`src/rtl/struct_array_sched.sv`:
```
// Round-robin single-entry write scheduler over a packed array of a_struct_t, with a
// default-pattern sweep after reset. Optional parity output: STRUCT_ARRAY_SCHED_PARITY_EN.
package TEST_TYPES;
  typedef struct packed {
    logic stuff;
  } a_struct_t;
endpackage

module struct_array_sched #(
  parameter int unsigned N    = 4,
  parameter int unsigned NREQ = 3,
  localparam int unsigned IW  = $clog2(N),
  localparam int unsigned RW  = $clog2(NREQ)
) (
  input  logic                         clk,
  input  logic                         rst_n,
  input  logic                         init_start,
  input  logic [NREQ-1:0]              req_valid,
  input  logic [NREQ*IW-1:0]           req_idx,
  input  logic [NREQ-1:0]              req_data,
  output logic [NREQ-1:0]              req_ready,
  output TEST_TYPES::a_struct_t [N-1:0] a_out,
  output logic                         init_done,
  output logic                         err_oob
`ifdef STRUCT_ARRAY_SCHED_PARITY_EN
  ,
  output logic                         parity
`endif
);

  typedef enum logic {StInit, StRun} state_e;

  state_e                        r_state, w_state_d;
  logic [IW-1:0]                 r_ptr, w_ptr_d;
  logic [RW-1:0]                 r_rr, w_rr_d;
  TEST_TYPES::a_struct_t [N-1:0] r_a, w_a_d;
  logic                          r_err, w_err_d;

  logic [NREQ-1:0] w_ready;
  logic            w_grant_any;
  int unsigned     w_sel_r;
  logic [IW-1:0]   w_sel_idx;
  logic            w_sel_data;
  logic            w_oob;

  // Search starts at rr_ptr and wraps; first valid requester wins.
  always_comb begin : p_grant
    w_ready     = '0;
    w_grant_any = 1'b0;
    w_sel_r     = 0;
    w_sel_idx   = '0;
    w_sel_data  = 1'b0;
    if (r_state == StRun && !init_start) begin
      for (int unsigned i = 0; i < NREQ; i++) begin
        if (!w_grant_any && req_valid[(32'(r_rr) + i) % NREQ]) begin
          w_grant_any = 1'b1;
          w_sel_r     = (32'(r_rr) + i) % NREQ;
        end
      end
      if (w_grant_any) begin
        w_ready[w_sel_r] = 1'b1;
        w_sel_idx        = req_idx[w_sel_r*IW +: IW];
        w_sel_data       = req_data[w_sel_r];
      end
    end
  end

  assign w_oob = (32'(w_sel_idx) >= N);

  always_comb begin : p_next
    w_state_d = r_state;
    w_ptr_d   = r_ptr;
    w_rr_d    = r_rr;
    w_a_d     = r_a;
    w_err_d   = 1'b0;
    unique case (r_state)
      StInit: begin
        if (init_start) begin
          w_ptr_d = '0;
        end else begin
          w_a_d[r_ptr].stuff = r_ptr[0];
          if (r_ptr == IW'(N - 1)) begin
            w_state_d = StRun;
            w_ptr_d   = '0;
          end else begin
            w_ptr_d = r_ptr + IW'(1);
          end
        end
      end
      StRun: begin
        if (init_start) begin
          w_state_d = StInit;
          w_ptr_d   = '0;
        end else if (w_grant_any) begin
          w_rr_d = RW'((w_sel_r + 1) % NREQ);
          if (w_oob) begin
            w_err_d = 1'b1;
          end else begin
            w_a_d[w_sel_idx].stuff = w_sel_data;
          end
        end
      end
      default: ;
    endcase
  end

  always_ff @(posedge clk) begin
    if (!rst_n) begin
      r_state <= StInit;
      r_ptr   <= '0;
      r_rr    <= '0;
      r_a     <= '0;
      r_err   <= 1'b0;
    end else begin
      r_state <= w_state_d;
      r_ptr   <= w_ptr_d;
      r_rr    <= w_rr_d;
      r_a     <= w_a_d;
      r_err   <= w_err_d;
    end
  end

`ifdef STRUCT_ARRAY_SCHED_PARITY_EN
  logic r_par;

  always_ff @(posedge clk) begin
    if (!rst_n) begin
      r_par <= 1'b0;
    end else begin
      r_par <= ^w_a_d;
    end
  end

  assign parity = r_par;
`endif

  assign req_ready = w_ready;
  assign a_out     = r_a;
  assign init_done = (r_state == StRun);
  assign err_oob   = r_err;

endmodule

```
`config.mk`:
```
export PLATFORM = sky130hd
export DESIGN_NAME = struct_array_sched
export DESIGN_NICKNAME = d
export VERILOG_FILES = /design/src/rtl/struct_array_sched.sv
export SDC_FILE = /design/constraint.sdc
export NUM_CORES = 1
export LEC_CHECK = 0
export ABC_AREA = 0
export BUFFER_PORTS_ARGS = -buffer_cell sky130_fd_sc_hd__buf_2
export CAP_MARGIN = 25
export CORE_MARGIN = 2
export CORE_UTILIZATION = 45
export DETAILED_ROUTE_END_ITERATION = 16
export PLACE_DENSITY = 0.7
export SETUP_SLACK_MARGIN = 0.02
export SLEW_MARGIN = 10
export SYNTH_ARGS = -nofsm -noshare
export SYNTH_HDL_FRONTEND = slang
export SYNTH_SLANG_ARGS = --single-unit
```
`constraint.sdc`:
```
create_clock -name clk -period 6.1 [get_ports clk]
set_clock_uncertainty 0.2 [all_clocks]
set_input_delay 0.61 -clock clk [delete_from_list [all_inputs] [get_ports clk]]
set_output_delay 0.61 -clock clk [all_outputs]
set_load 0.01 [all_outputs]
```
==> impl_metrics.json, run 1 <==
{
  "synth.ff_latch_count": 9,
  "hold_slack_ps": 351.3,
  "mostFrequentLayoutCell": "buf_2",
  "dieWidth_um": 61.23,
  "start_util_pct": 47.89,
  "max_clock_freq_ghz": 0.1961,
  "cts_buffers": 3,
  "ctsHtreeMaxLevel": 1,
  "yosys_most_used_dff": "dfxtp_1",
  "synthCells": 184,
  "critPathSlowestCell": "dfxtp_1",
  "grt.met1_usage_pct": 22.36,
  "fp.coreArea_sq_um": 3078,
  "worst-slew-pin-transition_ps": 662.2,
  "cts_tree": "done",
  "rsz0062_at_grt": "no",
  "pwr-share-seq_pct": 40.2,
  "grt_first_pass_wirelength_um": 5699,
  "sw_frac_of_total_pct": 32.36,
  "fin_crit_ps": 5099,
  "clock_path_buffers": 2,
  "floorplan.die_area_sq_um": 3749,
  "timing.critical_path.cells": "inv_1 > ha_1 > or3b_4 > o21ai_2 > o31ai_1 > a21o_4 > and2_1 > ha_1 > a311oi_1 > a21oi_1 > ha_1 > a211oi_1 > nor2_1 > xor2_1 > ha_1 > a31o_1 > o2111ai_1 > o311ai_1",
  "fraction_of_met3_tracks_used_by_global_routing_pct": 2.521,
  "fp.dieH_um": 61.23,
  "busiest_layer": "met2",
  "post_cts_hold_buffer_count": 0,
  "clock_sinks": 9,
  "drc": 0,
  "synth_cell_type_count": 63,
  "fin_setup_tns_ps": 0,
  "relSlewSlack_pct": 55.85,
  "start_kind": "flip-flop",
  "cts_post_setup_buffers_inserted": 0,
  "viasPerCell": 5.734,
  "synth_warnings": 0,
  "io_pins": 24,
  "wl_um": 3435,
  "power-per-cell-area_nw_per_um2": 94.87,
  "vdd_ir_drop_max_mv": 0.08821,
  "worstPathRequired_ps": 6040,
  "critical_path.most_common_cell": "ha_1",
  "power.internal_uw": 104.5,
  "critical_path_peak_fanout": 9,
  "maxCapViolCount": 0,
  "final.period_utilization_pct": 83.60,
  "synth.cell_area_sq_um": 1474,
  "power.net_switching_uw": 50.02,
  "synth_fp_nets": 218,
  "numPortBuffers": 22,
  "element_type_at_the_critical_path_end": "flip-flop",
  "first_iter_violations": 129,
  "report.final.hold_viol_count": 0,
  "placement_rows": 20,
  "synth.avg_cell_area_sq_um": 8.010,
  "grt_start_max_net_pins": 13,
  "number_of_enable_type_register_cells_in_the_synthesized_netlist": 0,
  "worstHoldPathType": "reg2reg",
  "async_reset_ff_share_pct": 0,
  "half_perimeter_wire_length_after_detailed_placement_um": 2849,
  "global_route.overflow_total": 0,
  "grt_use_total_pct": 19.63,
  "area_growth_pct": 10.53,
  "comb_power_share_pct": 27.8,
  "critical_setup_path_class": "reg2reg",
  "final_report_max_slew_violation_count": 0,
  "place_congestion": 0.9261,
  "nNetsFinal": 239,
  "firstDrtPassIters": 4,
  "drive_above_1_share_pct": 22.55,
  "cts-resized-gates": 0,
  "num_vias": 1422,
  "cp.arrival_ps": 5040,
  "diodes": 0,
  "antenna_found_initial": 0,
  "crit_path_max_incr_delay_ps": 490,
  "most-common-layout-cells": "22 x buf_2, 19 x ha_1, 16 x inv_1",
  "clkSlewWorstSetupHoldPaths_ps": 70,
  "clockRootBuffer": "clkbuf_4",
  "worstSkewPairLatency_ps": 270,
  "grt_pass1_vias": 1370,
  "antenna_violating_nets_post_route": 0,
  "clockPowerShare_pct": 32.1,
  "cellLeakagePower_nw": 0.6637,
  "setup-violations-final": 0,
  "status": "complete, no violations",
  "global_route.usage.met2_pct": 37.99,
  "routedWlPerCell_um": 13.85,
  "synth-seq-area-share_pct": 12.22
}
==> synthesized netlist by cell type (3+ instances only) <==
library cell  number  area share [%]
nor3_1             3             1.0
a211oi_1           3             1.5
and2_1             5             2.1
nand2_1           14             3.6
ha_1              19              16
nor2_1            15             3.8
inv_1             16             4.1
nand3_1           10             3.4
o21ai_0           12             4.1
nand2b_1           3             1.3
a21oi_1            6             2.0
dfxtp_1            9              12
==> power by group through the flow <==
| stage | Clock, mW | Combinational, mW | Sequential (mW) |
|---|---|---|---|
| after CTS | 0.0494 | 0.0429 | 0.0621 |
| after detailed placement | 0 | 0.0428 | 0.0634 |
| final | 0.0496 | 0.0429 | 0.0621 |
| after global routing | 0.0522 | 0.0471 | 0.0623 |
| after floorplan | 0 | 0.0301 | 0.0636 |
| after global placement | 0 | 0.0414 | 0.0633 |
==> stage by stage <==
stage / worst slack (ps) / instance area (sq um) / power (mW) / utilization [%] / instances
5_1_grt: 516.3 / 1629 / 0.1616 / 52.93 / 248
2_1_floorplan: 1554 / 1474 / 0.09362 / - / 184
3_5_place_dp: 1046 / 1603 / 0.1062 / 52.07 / 244
6_report: 1001 / 1629 / 0.1546 / 52.93 / 248
3_3_place_gp: 1346 / 1603 / 0.1047 / 52.07 / 244
4_1_cts: 999.0 / 1629 / 0.1544 / 52.93 / 248
==> final cells by class <==
| class | count | area (sq um) |
|---|---|---|
| Inverter | 16 | 60.06 |
| Timing Repair Buffer | 22 | 110.1 |
| Clock buffer | 4 | 26.28 |
| Tap cell | 44 | 55.05 |
| Sequential cell | 9 | 180.2 |
| Multi-Input combinational cell | 153 | 1197 |
| Fill cell | 299 | 1449 |
==> state kept, by name (all words and copies together) (netlist names) <==
signal / cells
a_out: 4
r_ptr: 2
r_rr: 2
init_done: 1
==> worst max-delay path, delay by kind of cell, from the launching register on <==
kind	cells	cell delay (ps)
flip-flops	1	490
AND/OR/NAND/NOR	3	780
buffers and inverters	1	170
adder cells (fa/ha/maj)	4	1140
XOR/XNOR	1	160
AO/OA/AOI/OAI	9	2030
==> final timing paths <==
check	endpoint	from	cells past startpoint	slack, ps
min	a_out[1]	a_out[1]	2	350
max	r_rr[0]	r_rr[1]	18	1000
min reg2reg	a_out[1]	a_out[1]	2	350
max reg2reg	r_rr[0]	r_rr[1]	18	1000
==> kinds of logic (layout without fill, tap and decap cells) <==
group                    Yosys count  count (layout)  share of synthesized area, %
buffers and inverters             22              42                         6.537
XOR/XNOR                           2               2                         1.189
AO/OA/AOI/OAI                     59              59                         33.62
adder cells (fa/ha/maj)           19              19                         16.13
other                              1               1                        0.2544
AND/OR/NAND/NOR                   66              66                         24.11
flip-flops                         9               9                         12.22
multiplexers                       6               6                         5.942
==> layer usage <==
metal | part of all wire [%] | vias up
met5 | 0 | -
met1 | 46 | 658
met3 | 2.8 | 12
met2 | 49 | 31
met4 | 2.1 | 0
li1 | - | 721
Note: power is estimated with default switching activity, not from simulation.
==> run 2, diff against run 1 <==
--- a/config.mk
+++ b/config.mk
@@ -11,7 +11,7 @@
 export CORE_MARGIN = 2
 export CORE_UTILIZATION = 45
 export DETAILED_ROUTE_END_ITERATION = 16
-export PLACE_DENSITY = 0.7
+export PLACE_DENSITY = 0.72
 export SETUP_SLACK_MARGIN = 0.02
 export SLEW_MARGIN = 10
 export SYNTH_ARGS = -nofsm -noshare
==> constraint.sdc (replaced) <==
create_clock -name clk -period 4.4 [get_ports clk]
set_clock_uncertainty 0.2 [all_clocks]
set_input_delay 0.44 -clock clk [delete_from_list [all_inputs] [get_ports clk]]
set_output_delay 0.44 -clock clk [all_outputs]
set_load 0.01 [all_outputs]
==> impl_metrics.json, run 2 (synthesized netlist as in run 1, its figures left out) <==
{
  "status": "complete, no violations",
  "power-per-cell-area_nw_per_um2": 120.9,
  "final_report_max_slew_violation_count": 0,
  "drive_above_1_share_pct": 31.63,
  "fin_setup_tns_ps": 0,
  "worst-r2r-setup-slack_ps": 280,
  "diodes": 0,
  "antenna_violating_nets_post_route": 0,
  "cellLeakagePower_nw": 0.7285,
  "max_clock_freq_ghz": 0.2430,
  "fp.dieH_um": 61.23,
  "placement_rows": 20,
  "crit-reg2reg-capture": "r_rr[0]",
  "clockRootBuffer": "clkbuf_4",
  "post-route-util_pct": 58.13,
  "num_vias": 1461,
  "worstSkewPairLatency_ps": 270,
  "global_route.overflow_total": 0,
  "global_route.usage.met2_pct": 34.65,
  "cts_buffers": 3,
  "worst-slew-pin-transition_ps": 638.1,
  "grt.met1_usage_pct": 24.08,
  "floorplan.die_area_sq_um": 3749,
  "setup-violations-final": 0,
  "io_pins": 24,
  "half_perimeter_wire_length_after_detailed_placement_um": 2794,
  "reg2reg_from": "r_rr[0]",
  "fin_crit_ps": 4115,
  "dieWidth_um": 61.23,
  "hold_slack_ps": 293.5,
  "rsz0062_at_grt": "no",
  "relSlewSlack_pct": 57.46,
  "grt_first_pass_wirelength_um": 5616,
  "grt_use_total_pct": 19.69,
  "worstHoldPathType": "in2reg",
  "cp.arrival_ps": 4060,
  "r2r.worst_path.cells": 19,
  "power_uw": 216.3,
  "first_iter_violations": 63,
  "busiest_layer": "met2",
  "element_type_at_the_critical_path_end": "flip-flop",
  "grt_start_max_net_pins": 11,
  "wl_um": 3456,
  "area_growth_pct": 21.39,
  "routedWlPerCell_um": 13.34,
  "numPortBuffers": 22,
  "cp-endpoint": "r_rr[0]",
  "cts_tree": "done",
  "clock_path_buffers": 2,
  "nNetsFinal": 250,
  "clkSlewWorstSetupHoldPaths_ps": 60,
  "worstPathRequired_ps": 4340,
  "maxCapViolCount": 0,
  "final.period_utilization_pct": 93.53,
  "antenna_found_initial": 0,
  "largest_register_ff_count": 4,
  "start_util_pct": 47.89,
  "mostFrequentLayoutCell": "buf_2",
  "fp.coreArea_sq_um": 3078,
  "start_kind": "flip-flop",
  "critical_setup_path_class": "reg2reg",
  "fraction_of_met3_tracks_used_by_global_routing_pct": 1.681,
  "viasPerCell": 5.641,
  "vdd_ir_drop_max_mv": 0.1517,
  "drc": 0,
  "report.final.hold_viol_count": 0,
  "clock_sinks": 9,
  "layout.filler_cells": 285,
  "post_cts_hold_buffer_count": 0,
  "grt_pass1_vias": 1352,
  "critical_path_peak_fanout": 7,
  "ctsHtreeMaxLevel": 1,
  "most-common-layout-cells": "22 x buf_2, 15 x nor2_1, 15 x ha_1",
  "firstDrtPassIters": 4,
  "critPathLaunch": "r_rr[0]",
  "place_congestion": 0.8231
}
## run 2: worst max-delay path, stage by stage (launching register included)
cell and delay [ps]:
dfxtp_4 360, inv_2 120, ha_4 250, or3b_4 420, o21ai_4 100, o31ai_4 110, a21o_4 220, and2_1 190
ha_1 220, a311oi_2 310, a21oi_1 80, ha_2 210, inv_1 70, o2111a_1 220, nor2_1 60, xor2_1 150
ha_1 180, a31o_1 220, o2111ai_1 190, o311ai_1 110
## run 2: layer usage
layer  wire [um]  part of all wire (%)
met1        1613                    47
met2        1736                    50
met3          47                   1.4
met4          58                   1.7
met5           0                     0
## run 2: area by class of cell
| class | count | area, sq um | area share, % |
|---|---|---|---|
| Multi-Input combinational cell | 153 | 1270 | 70.98 |
| Timing Repair Buffer | 33 | 192.7 | 10.77 |
| Sequential cell | 9 | 185.2 | 10.35 |
| Inverter | 16 | 60.06 | 3.357 |
| Tap cell | 44 | 55.05 | 3.077 |
| Clock buffer | 4 | 26.28 | 1.469 |
## run 2: through the flow
| stage | cells | area [sq um] | worst slack [ps] |
|---|---|---|---|
| after global routing | 259 | 1789 | 11.68 |
| final | 259 | 1789 | 284.9 |
| after CTS | 255 | 1709 | 30.38 |
| after floorplan | 184 | 1499 | 98.67 |
| after global placement | 251 | 1680 | 119.8 |
| after detailed placement | 251 | 1680 | 39.30 |
## run 2: where the power goes
group          total [mW]  internal, mW  switching [mW]
combinational      0.0656        0.0300          0.0356
sequential         0.0854        0.0833         0.00214
clock              0.0652        0.0350          0.0302
total               0.216         0.148          0.0680
## run 2: how the worst min path moves through the flow
| stage | startpoint | endpoint | slack, ps | cells after the start |
|---|---|---|---|---|
| after global placement | a_out[1] | a_out[1] | 330 | 2 |
| after floorplan | r_ptr[1] | r_ptr[1] | 320 | 2 |
| final | rst_n | a_out[0] | 290 | 2 |
| after detailed placement | a_out[1] | a_out[1] | 350 | 2 |
| after global routing | rst_n | a_out[0] | 300 | 2 |
| after CTS | rst_n | a_out[0] | 290 | 2 |
## run 2: timing repair
item / in CTS / in global routing
pin swaps: 0 / 3
setup endpoints to repair: 1 / 2
buffers inserted: 0 / 4
resized for setup: 1 / 11
==> run 3, diff against run 2 <==
--- a/config.mk
+++ b/config.mk
@@ -7,7 +7,7 @@
 export LEC_CHECK = 0
 export ABC_AREA = 0
 export BUFFER_PORTS_ARGS = -buffer_cell sky130_fd_sc_hd__buf_2
-export CAP_MARGIN = 25
+export CAP_MARGIN = 20
 export CORE_MARGIN = 2
 export CORE_UTILIZATION = 45
 export DETAILED_ROUTE_END_ITERATION = 16
==> constraint.sdc (replaced) <==
create_clock -name clk -period 4.4 [get_ports clk]
set_clock_uncertainty 0.2 [all_clocks]
set_input_delay 0.88 -clock clk [delete_from_list [all_inputs] [get_ports clk]]
set_output_delay 0.88 -clock clk [all_outputs]
set_load 0.01 [all_outputs]
==> impl_metrics.json, run 3 (synthesized netlist as in run 1, its figures left out) <==
{
  "sw_frac_of_total_pct": 30.99,
  "setup-violations-final": 0,
  "post_cts_hold_buffer_count": 0,
  "grt_start_max_net_pins": 11,
  "power.internal_uw": 148.3,
  "grt_pass1_vias": 1318,
  "power.net_switching_uw": 66.57,
  "worstHoldPathType": "reg2reg",
  "rsz0062_at_grt": "no",
  "routedWlPerCell_um": 12.47,
  "critical_setup_path_class": "reg2reg",
  "cp-endpoint": "r_rr[0]",
  "stdcell_area_sq_um": 1762,
  "start_util_pct": 47.89,
  "cts_tree": "done",
  "half_perimeter_wire_length_after_detailed_placement_um": 2748,
  "grt_use_total_pct": 19.61,
  "numPlacedInstances": 258,
  "cts_post_setup_buffers_inserted": 0,
  "reg2reg_from": "r_rr[1]",
  "wl_um": 3266,
  "fin_crit_ps": 4102,
  "max_clock_freq_ghz": 0.2438,
  "area_growth_pct": 19.52,
  "cts-resized-gates": 0,
  "floorplan.die_area_sq_um": 3749,
  "most-common-layout-cells": "22 x buf_2, 17 x ha_1, 15 x inv_1, 15 x nor2_1",
  "start_kind": "flip-flop",
  "power-per-cell-area_nw_per_um2": 121.9,
  "num_vias": 1416,
  "post-route-worst-setup-slack_ps": 297.9,
  "vdd_ir_drop_max_mv": 0.1133,
  "ctsHtreeMaxLevel": 1,
  "critPathSlowestCell": "o31ai_1",
  "io_pins": 24,
  "critical_path.n_buffers_inverters": 3,
  "critPathLaunch": "r_rr[1]",
  "final_report_max_slew_violation_count": 0,
  "viasPerCell": 5.405,
  "place_congestion": 0.7942,
  "pwr-share-seq_pct": 40.0,
  "power_uw": 214.8,
  "cts_buffers": 3,
  "crit-reg2reg-capture": "r_rr[0]",
  "drive_above_1_share_pct": 30.28,
  "placement_rows": 20,
  "dieWidth_um": 61.23,
  "post-route-util_pct": 57.24,
  "maxCapViolCount": 0,
  "clockPowerShare_pct": 30.9,
  "worstPathRequired_ps": 4350,
  "first_iter_violations": 26,
  "largest_register_ff_count": 4,
  "cp.arrival_ps": 4050,
  "fp.coreArea_sq_um": 3078,
  "fin_setup_tns_ps": 0,
  "r2r.worst_path.cells": 19,
  "element_type_at_the_critical_path_end": "flip-flop",
  "clock_path_buffers": 2,
  "final.period_utilization_pct": 93.23,
  "numPortBuffers": 22,
  "worst-r2r-setup-slack_ps": 300,
  "clock_sinks": 9,
  "cellLeakagePower_nw": 0.7394,
  "worst-path-stages": 19,
  "report.final.hold_viol_count": 0,
  "crit_path_max_incr_delay_ps": 370,
  "fp.dieH_um": 61.23,
  "antenna_violating_nets_post_route": 0,
  "nNetsFinal": 253,
  "antenna_found_initial": 0,
  "hold_slack_ps": 347.5,
  "firstDrtPassIters": 4,
  "stdcell_count": 262,
  "clkSlewWorstSetupHoldPaths_ps": 60,
  "drc": 0,
  "dp_slack_ps": 68.40,
  "grt_first_pass_wirelength_um": 5623,
  "comb_power_share_pct": 29.1,
  "timing.critical_path.cells": "inv_1 > ha_2 > mux2i_4 > o21ai_2 > o31ai_1 > a21o_4 > and2_1 > ha_1 > buf_4 > a21oi_1 > ha_1 > inv_1 > o2111a_1 > nor2_1 > xor2_1 > ha_1 > a31o_1 > o2111ai_1 > o311ai_1",
  "layout.filler_cells": 290,
  "global_route.overflow_total": 0,
  "worstSkewPairLatency_ps": 270,
  "placed_cell_area_sq_um": 1733,
  "diodes": 0,
  "critical-path-top-delay-family": "compound AO/OA/AOI/OAI gates",
  "status": "complete, no violations",
  "critical_path_peak_fanout": 8,
  "clockRootBuffer": "clkbuf_4",
  "mostFrequentLayoutCell": "buf_2",
  "critical_path.most_common_cell": "ha_1"
}
## run 3: layout make-up
cell class | count | area, sq um | share of cell area [%]
Sequential cell | 9 | 181.4 | 10.30
Multi-Input combinational cell | 153 | 1224 | 69.46
Timing Repair Buffer | 36 | 215.2 | 12.22
Tap cell | 44 | 55.05 | 3.125
Inverter | 16 | 60.06 | 3.409
Clock buffer | 4 | 26.28 | 1.491
## run 3: how the worst min path moves through the flow
| stage | end | depth (start not counted) | slack [ps] | from |
|---|---|---|---|---|
| after floorplan | r_ptr[1] | 2 | 320 | r_ptr[1] |
| after global placement | a_out[1] | 2 | 330 | a_out[1] |
| after detailed placement | a_out[1] | 2 | 330 | a_out[1] |
| after CTS | a_out[1] | 2 | 350 | a_out[1] |
| after global routing | a_out[3] | 2 | 390 | a_out[3] |
| final | a_out[1] | 2 | 350 | a_out[1] |
## run 3: layer usage
metal | GRT usage [%] | vias up | wire length, um | share of wire (%)
met2 | 33.74 | 23 | 1543 | 47
met3 | 1.261 | 7 | 89 | 2.7
met1 | 25.73 | 636 | 1581 | 48
li1 | - | 750 | - | -
met5 | 0 | - | 0 | 0
met4 | 7.143 | 0 | 52 | 1.6
## run 3: power groups by stage
stage | clock network [mW] | logic, mW | registers, mW
final | 0.0664 | 0.0625 | 0.0860
after global routing | 0.0732 | 0.0696 | 0.0862
after CTS | 0.0691 | 0.0628 | 0.0859
after detailed placement | 0 | 0.0626 | 0.0878
after global placement | 0 | 0.0622 | 0.0878
after floorplan | 0 | 0.0417 | 0.0881
## run 3: tightest hold or removal path, stage by stage (launching register included)
cell,delay (ps)
dfxtp_1,340
o21ai_0,90
nor2_1,80
